===== src/rtl/fetch_pkg.sv =====
// Shared types and defaults for the instruction fetch stage.
package fetch_pkg;

    typedef enum logic [1:0] {
        ST_FETCH = 2'd0,
        ST_HOLD  = 2'd1,
        ST_DROP  = 2'd2
    } fetch_state_t;

    localparam logic [31:0] RESET_PC_DEFAULT  = 32'h0000_0000;
    localparam logic [31:0] NOP_INSTR_DEFAULT = 32'h0000_0000;

    function automatic logic [31:0] align_word(input logic [31:0] addr);
        return {addr[31:2], 2'b00};
    endfunction

endpackage


===== src/rtl/fetch_stage_if.sv =====
// Instruction memory request bus between the fetch stage (master) and memory (slave).
interface fetch_stage_if;
    // imem_req stays high with imem_addr stable until imem_ack; a beat completes
    // on any cycle where imem_req && imem_ack, and imem_rdata is valid only then.
    logic        imem_req;
    logic [31:0] imem_addr;
    logic        imem_ack;
    logic [31:0] imem_rdata;

    modport master (output imem_req, output imem_addr, input imem_ack, input imem_rdata);
    modport slave  (input imem_req, input imem_addr, output imem_ack, output imem_rdata);
endinterface


===== src/rtl/fetch_stage_if_id_reg.sv =====
// IF/ID pipeline register: loads every cycle unless stalled; flush inserts a bubble.
module if_id_reg
    import fetch_pkg::*;
#(
    parameter logic [31:0] NOP_INSTR = NOP_INSTR_DEFAULT
) (
    input  logic        clk,
    input  logic        rst,
    input  logic        stall,
    input  logic        flush,
    input  logic [31:0] instr_i,
    input  logic [31:0] pc_i,
    input  logic [31:0] pcplus4_i,
    input  logic        valid_i,
    output logic [31:0] instr_o,
    output logic [31:0] pc_o,
    output logic [31:0] pcplus4_o,
    output logic        valid_o
);

    logic [31:0] instr_q, instr_d;
    logic [31:0] pc_q, pc_d;
    logic [31:0] pcplus4_q, pcplus4_d;
    logic        valid_q, valid_d;

    always_comb begin
        instr_d   = instr_q;
        pc_d      = pc_q;
        pcplus4_d = pcplus4_q;
        valid_d   = valid_q;
        if (flush) begin
            instr_d   = NOP_INSTR;
            pc_d      = '0;
            pcplus4_d = '0;
            valid_d   = 1'b0;
        end else if (!stall) begin
            instr_d   = instr_i;
            pc_d      = pc_i;
            pcplus4_d = pcplus4_i;
            valid_d   = valid_i;
        end
    end

    always_ff @(posedge clk) begin
        if (rst) begin
            instr_q   <= NOP_INSTR;
            pc_q      <= '0;
            pcplus4_q <= '0;
            valid_q   <= 1'b0;
        end else begin
            instr_q   <= instr_d;
            pc_q      <= pc_d;
            pcplus4_q <= pcplus4_d;
            valid_q   <= valid_d;
        end
    end

    assign instr_o   = instr_q;
    assign pc_o      = pc_q;
    assign pcplus4_o = pcplus4_q;
    assign valid_o   = valid_q;

endmodule


===== src/rtl/fetch_stage.sv =====
// Instruction fetch stage: PC sequencing, variable-latency memory handshake,
// stall skid buffer and branch redirect while a request is outstanding.
module fetch_stage
    import fetch_pkg::*;
#(
    parameter logic [31:0] RESET_PC  = RESET_PC_DEFAULT,
    parameter logic [31:0] NOP_INSTR = NOP_INSTR_DEFAULT
) (
    input  logic                clk,
    input  logic                rst,
    fetch_stage_if.master       imem,
    input  logic                PCSrcE,
    input  logic [31:0]         PCTargetE,
    input  logic                StallD,
    input  logic                FlushD,
    output logic [31:0]         InstrD,
    output logic [31:0]         PCD,
    output logic [31:0]         PCPlus4D,
    output logic                ValidD,
    output logic                FetchBusy,
    output fetch_state_t        dbg_state
);

    fetch_state_t state_q, state_d;
    logic [31:0]  pcf_q, pcf_d;
    logic [31:0]  skid_q, skid_d;
    logic [31:0]  pend_q, pend_d;

    logic [31:0]  pcf_plus4;
    logic [31:0]  target;
    logic [31:0]  id_instr, id_pc, id_pcplus4;
    logic         id_valid;

    assign pcf_plus4 = pcf_q + 32'd4;
    assign target    = align_word(PCTargetE);

    always_comb begin
        state_d    = state_q;
        pcf_d      = pcf_q;
        skid_d     = skid_q;
        pend_d     = pend_q;
        id_instr   = NOP_INSTR;
        id_pc      = '0;
        id_pcplus4 = '0;
        id_valid   = 1'b0;
        unique case (state_q)
            ST_FETCH: begin
                if (imem.imem_ack) begin
                    if (PCSrcE) begin
                        pcf_d = target;
                    end else if (StallD) begin
                        skid_d  = imem.imem_rdata;
                        state_d = ST_HOLD;
                    end else begin
                        id_instr   = imem.imem_rdata;
                        id_pc      = pcf_q;
                        id_pcplus4 = pcf_plus4;
                        id_valid   = 1'b1;
                        pcf_d      = pcf_plus4;
                    end
                end else if (PCSrcE) begin
                    pend_d  = target;
                    state_d = ST_DROP;
                end
            end
            ST_DROP: begin
                // The outstanding word belongs to the squashed path; newest redirect wins.
                if (PCSrcE) pend_d = target;
                if (imem.imem_ack) begin
                    pcf_d   = PCSrcE ? target : pend_q;
                    state_d = ST_FETCH;
                end
            end
            ST_HOLD: begin
                if (PCSrcE) begin
                    pcf_d   = target;
                    state_d = ST_FETCH;
                end else if (!StallD) begin
                    id_instr   = skid_q;
                    id_pc      = pcf_q;
                    id_pcplus4 = pcf_plus4;
                    id_valid   = 1'b1;
                    pcf_d      = pcf_plus4;
                    state_d    = ST_FETCH;
                end
            end
            default: state_d = ST_FETCH;
        endcase
    end

    always_ff @(posedge clk) begin
        if (rst) begin
            state_q <= ST_FETCH;
            pcf_q   <= RESET_PC;
            skid_q  <= '0;
            pend_q  <= '0;
        end else begin
            state_q <= state_d;
            pcf_q   <= pcf_d;
            skid_q  <= skid_d;
            pend_q  <= pend_d;
        end
    end

    // Request never depends on ack, so memory may answer combinationally.
    assign imem.imem_req  = !rst && (state_q != ST_HOLD);
    assign imem.imem_addr = {pcf_q[31:2], 2'b00};
    assign FetchBusy      = !rst && ((state_q == ST_DROP) ||
                                     (state_q == ST_FETCH && !imem.imem_ack));
    assign dbg_state      = state_q;

    if_id_reg #(.NOP_INSTR(NOP_INSTR)) u_if_id_reg (
        .clk       (clk),
        .rst       (rst),
        .stall     (StallD),
        .flush     (FlushD),
        .instr_i   (id_instr),
        .pc_i      (id_pc),
        .pcplus4_i (id_pcplus4),
        .valid_i   (id_valid),
        .instr_o   (InstrD),
        .pc_o      (PCD),
        .pcplus4_o (PCPlus4D),
        .valid_o   (ValidD)
    );

endmodule


===== src/flat_wrapper.sv =====
// flat-port wrapper written by rule: the top's interface ports become plain ports
module fetch_stage_flat import fetch_pkg::*;
#(
    parameter logic [31:0] RESET_PC  = RESET_PC_DEFAULT,
    parameter logic [31:0] NOP_INSTR = NOP_INSTR_DEFAULT
)
  (clk, rst, PCSrcE, PCTargetE, StallD, FlushD, InstrD, PCD, PCPlus4D, ValidD, FetchBusy, dbg_state, imem_imem_req, imem_imem_addr, imem_imem_ack, imem_imem_rdata);
  fetch_stage_if imem_i ();
  input  logic clk;
  input  logic rst;
  input  logic PCSrcE;
  input  logic [31:0] PCTargetE;
  input  logic StallD;
  input  logic FlushD;
  output logic [31:0] InstrD;
  output logic [31:0] PCD;
  output logic [31:0] PCPlus4D;
  output logic ValidD;
  output logic FetchBusy;
  output fetch_state_t dbg_state;
  output wire logic [$bits(imem_i.imem_req)-1:0] imem_imem_req;
  output wire logic [$bits(imem_i.imem_addr)-1:0] imem_imem_addr;
  input wire logic [$bits(imem_i.imem_ack)-1:0] imem_imem_ack;
  input wire logic [$bits(imem_i.imem_rdata)-1:0] imem_imem_rdata;
  assign imem_imem_req = imem_i.imem_req;
  assign imem_imem_addr = imem_i.imem_addr;
  assign imem_i.imem_ack = imem_imem_ack;
  assign imem_i.imem_rdata = imem_imem_rdata;
  fetch_stage #(.RESET_PC(RESET_PC), .NOP_INSTR(NOP_INSTR)) u_core (.clk(clk), .rst(rst), .imem(imem_i), .PCSrcE(PCSrcE), .PCTargetE(PCTargetE), .StallD(StallD), .FlushD(FlushD), .InstrD(InstrD), .PCD(PCD), .PCPlus4D(PCPlus4D), .ValidD(ValidD), .FetchBusy(FetchBusy), .dbg_state(dbg_state));
endmodule

===== config.mk =====
export PLATFORM = sky130hd
export DESIGN_NAME = fetch_stage_flat
export DESIGN_NICKNAME = d
export VERILOG_FILES = /design/src/rtl/fetch_pkg.sv /design/src/rtl/fetch_stage_if.sv /design/src/rtl/fetch_stage_if_id_reg.sv /design/src/rtl/fetch_stage.sv /design/src/flat_wrapper.sv
export SDC_FILE = /design/constraint.sdc
export NUM_CORES = 1
export LEC_CHECK = 0
export CORE_UTILIZATION = 54
export CTS_CLUSTER_SIZE = 12
export DETAILED_ROUTE_END_ITERATION = 16
export PLACE_DENSITY_LB_ADDON = 0.05
export SLEW_MARGIN = 15
export SYNTH_ARGS = -nofsm -noshare
export SYNTH_HDL_FRONTEND = slang
export SYNTH_SLANG_ARGS = --single-unit

===== constraint.sdc =====
create_clock -name clk -period 4.3 [get_ports clk]
set_input_delay 0.43 -clock clk [delete_from_list [all_inputs] [get_ports clk]]
set_output_delay 0.43 -clock clk [all_outputs]
set_load 0.005 [all_outputs]

==> results.sh <==
export IMPL_synthMostInstantiatedCell="nand2_1"
export IMPL_critPathLaunchType="flop"
export IMPL_clock_root_buffer="clkbuf_16"
export IMPL_synth_warnings=0
export IMPL_ant_nets=0
export IMPL_viasPerCell=5.87
export IMPL_async_reset_ff_frac=0
export IMPL_die_h_um=128
export IMPL_setup_violations=0
export IMPL_area_growth_syn_to_layout_pct=28.9
export IMPL_drc=0
export IMPL_hold_path_class="primary input to flop"
export IMPL_fillers=1264
export IMPL_worstSetupPathType="flop to flop"
export IMPL_h_tree_depth=4
export IMPL_cts_tree="built"
export IMPL_vdd_drop_max_mv=0.294
export IMPL_diodes=0
export IMPL_endpoint_kind="flop"
export IMPL_path_max_fanout=23
export IMPL_drt_wl_total_um=24300
export IMPL_synth_avg_cell_area_um2=8.26
export IMPL_period_minus_slack_ns=2.58
export IMPL_synth_compound_area_frac=0.191
export IMPL_synth_top_area_share=0.450
export IMPL_io_pin_count=203
export IMPL_p_per_area_mw_per_mm2=362
export IMPL_vias=8186
export IMPL_grt_pass1_wl_um=38100
export IMPL_grt_busiest_layer="met2"
export IMPL_ys_types=61
export IMPL_drive_gt1_frac=0.0583
export IMPL_ys_flop_type="dfxtp_1"
export IMPL_tightest_slew_ns=1.18
export IMPL_core_area_mm2=0.0154
export IMPL_use_met2=0.495
export IMPL_synth_seq_cells=193
export IMPL_use_met3=0.0764
export IMPL_fp_dieArea_mm2=0.0164
export IMPL_grt_max_degree=104
export IMPL_cap_violations=0
export IMPL_fp_row_count=45
export IMPL_cp_required_ns=4.65
export IMPL_slew_violations=0
export IMPL_synthSimpleGateAreaFrac=0.258
export IMPL_totalPowerFinal_mw=4.00
export IMPL_port_buffers=198
export IMPL_syn_cell_area_mm2=0.00859
export IMPL_worst_slack_ns=1.72
export IMPL_hold_buffers=0
export IMPL_dpl_cell_count=1362
export IMPL_syn_inst=1040
export IMPL_antenna_found_initial=0
export IMPL_cp_data_arrival_time_ns=2.93
export IMPL_synth_xor_area_share=0.0275
export IMPL_cts_max_path_buffers=2
export IMPL_use_met1=0.374
export IMPL_skew_ns=0.0100
export IMPL_synth_top_family_by_area="simple AND/OR/NAND/NOR gates"
export IMPL_overflow=0
export IMPL_place_congestion=0.851
export IMPL_place_ws_ns=1.40
export IMPL_synth_edf_count=0
export IMPL_ctsResizeCount=0
export IMPL_start_util=0.559
export IMPL_max_slew_margin=0.211
export IMPL_rsz0062_at_grt="no"
export IMPL_fmaxAchievable_mhz=387
export IMPL_clk_pin_slew_ns=0.07
export IMPL_dr_first_iter_drc_count=961
export IMPL_muxShareOfSynthArea=0.0105
export IMPL_fin_crit_sh=0.601
export IMPL_cts_setup_buffers=0
export IMPL_tns_ns=0
export IMPL_run_status="complete, no violations"
export IMPL_post_dp_hpwl_um=15700
export IMPL_die_w_um=128
export IMPL_hold_violations=0
export IMPL_yosysSeqAreaShare=0.450
export IMPL_final_cells=1394
export IMPL_synth_area_leader_cell="dfxtp_1"
export IMPL_detail_route_wl_per_cell_um=17.4
export IMPL_drtPass1Iterations=6
export IMPL_synth_fa_ha_area_frac=0.00146
export IMPL_synthTopCellsByArea="dfxtp_1 (45%), nand2_1 (8.5%), a21oi_1 (7.0%)"
export IMPL_cts_inserted_buffers=17
export IMPL_grt_pass1_vias=7431
export IMPL_power_leakage_nw=3.71
export IMPL_yosys_top_cells_count="nand2_1 (195), dfxtp_1 (193), a21oi_1 (121)"
export IMPL_grt_usage=0.296
export IMPL_clkLatencyLatePin_ns=0.43
export IMPL_final_nets=1241
export IMPL_cts_sinks=193
-- registers in the layout (all words and copies together), names as in the netlist --
| name | cells |
|---|---|
| u_core.pend_q | 32 |
| u_core.skid_q | 32 |
| u_core.pcf_q | 32 |
| u_core.u_if_id_reg.valid_o | 1 |
| u_core.u_if_id_reg.instr_o | 32 |
| u_core.dbg_state | 2 |
| u_core.u_if_id_reg.pc_o | 32 |
| u_core.u_if_id_reg.pcplus4_o | 30 |
-- stage by stage --
step / util / cell area (um^2) / hold slack [ns]
finish: 0.720 / 11100 / 0.435
CTS: 0.720 / 11100 / 0.425
global placement: 0.681 / 10500 / 0.435
floorplan: - / 8590 / 0.436
global route: 0.720 / 11100 / 0.456
detailed placement: 0.681 / 10500 / 0.440
-- area by class of cell --
cell class	count	area [um^2]	share of cell area
clock buffers	18	429	0.0388
clock inverters	14	173	0.0156
multi-input cells	733	4210	0.380
inverters	12	45.0	0.00407
well taps	211	264	0.0238
flip-flops and latches	193	3860	0.349
repair buffers	213	2080	0.188
-- layer usage --
layer	vias to the layer above	part of all wire
met3	39	0.080
li1	3913	-
met1	3911	0.42
met2	323	0.48
met4	0	0.018
met5	-	0
-- where the power goes --
part / internal [mW] / leakage [nW] / switching, mW
Sequential: 1.85 / 1.57 / 0.0745
Clock: 0.877 / 0.293 / 0.741
Combinational: 0.222 / 1.85 / 0.242
Total: 2.95 / 3.71 / 1.06
-- cell usage in the layout (no fill, tap or decap), drive strengths merged, types with 12 or more instances in the layout --
| master | n |
|---|---|
| a21oi | 121 |
| a221oi | 38 |
| buf | 18 |
| clkbuf | 18 |
| clkdlybuf4s50 | 195 |
| dfxtp | 193 |
| inv | 17 |
| nand2 | 195 |
| nand3 | 17 |
| nand3b | 24 |
| nand4 | 14 |
| nor2 | 46 |
| nor2b | 34 |
| nor3 | 47 |
| nor4 | 12 |
| o21ai | 42 |
| or3 | 16 |
| xnor2 | 19 |
-- cell families (layout without fill, tap and decap cells) --
| kind of cell | count (synthesis) | count (layout) |
|---|---|---|
| AOI/OAI and AO/OA | 260 | 260 |
| xor gates and xnor gates | 27 | 27 |
| adders and majority gates | 1 | 1 |
| buffers and inverters | 115 | 257 |
| DFF | 193 | 193 |
| muxes | 9 | 9 |
| other | 1 | 2 |
| and+or+nand+nor | 434 | 434 |
-- worst max-delay path, stage by stage (launching register included) --
cell and delay [ns]:
dfxtp_1 0.65, nand2b_1 0.44, nand2b_1 0.61, or3_1 0.55
a311oi_1 0.25
-- final timing paths --
path / startpoint / endpoint / slack [ns] / depth (start not counted)
setup reg to reg: u_core.dbg_state[0] / u_core.pcf_q[12] / 1.72 / 4
setup / recovery: u_core.dbg_state[0] / u_core.pcf_q[12] / 1.72 / 4
hold reg to reg: u_core.u_if_id_reg.pcplus4_o[22] / u_core.u_if_id_reg.pcplus4_o[22] / 0.45 / 2
hold / removal: StallD / u_core.u_if_id_reg.pc_o[27] / 0.44 / 3
Power figures use the tool's default switching activity.
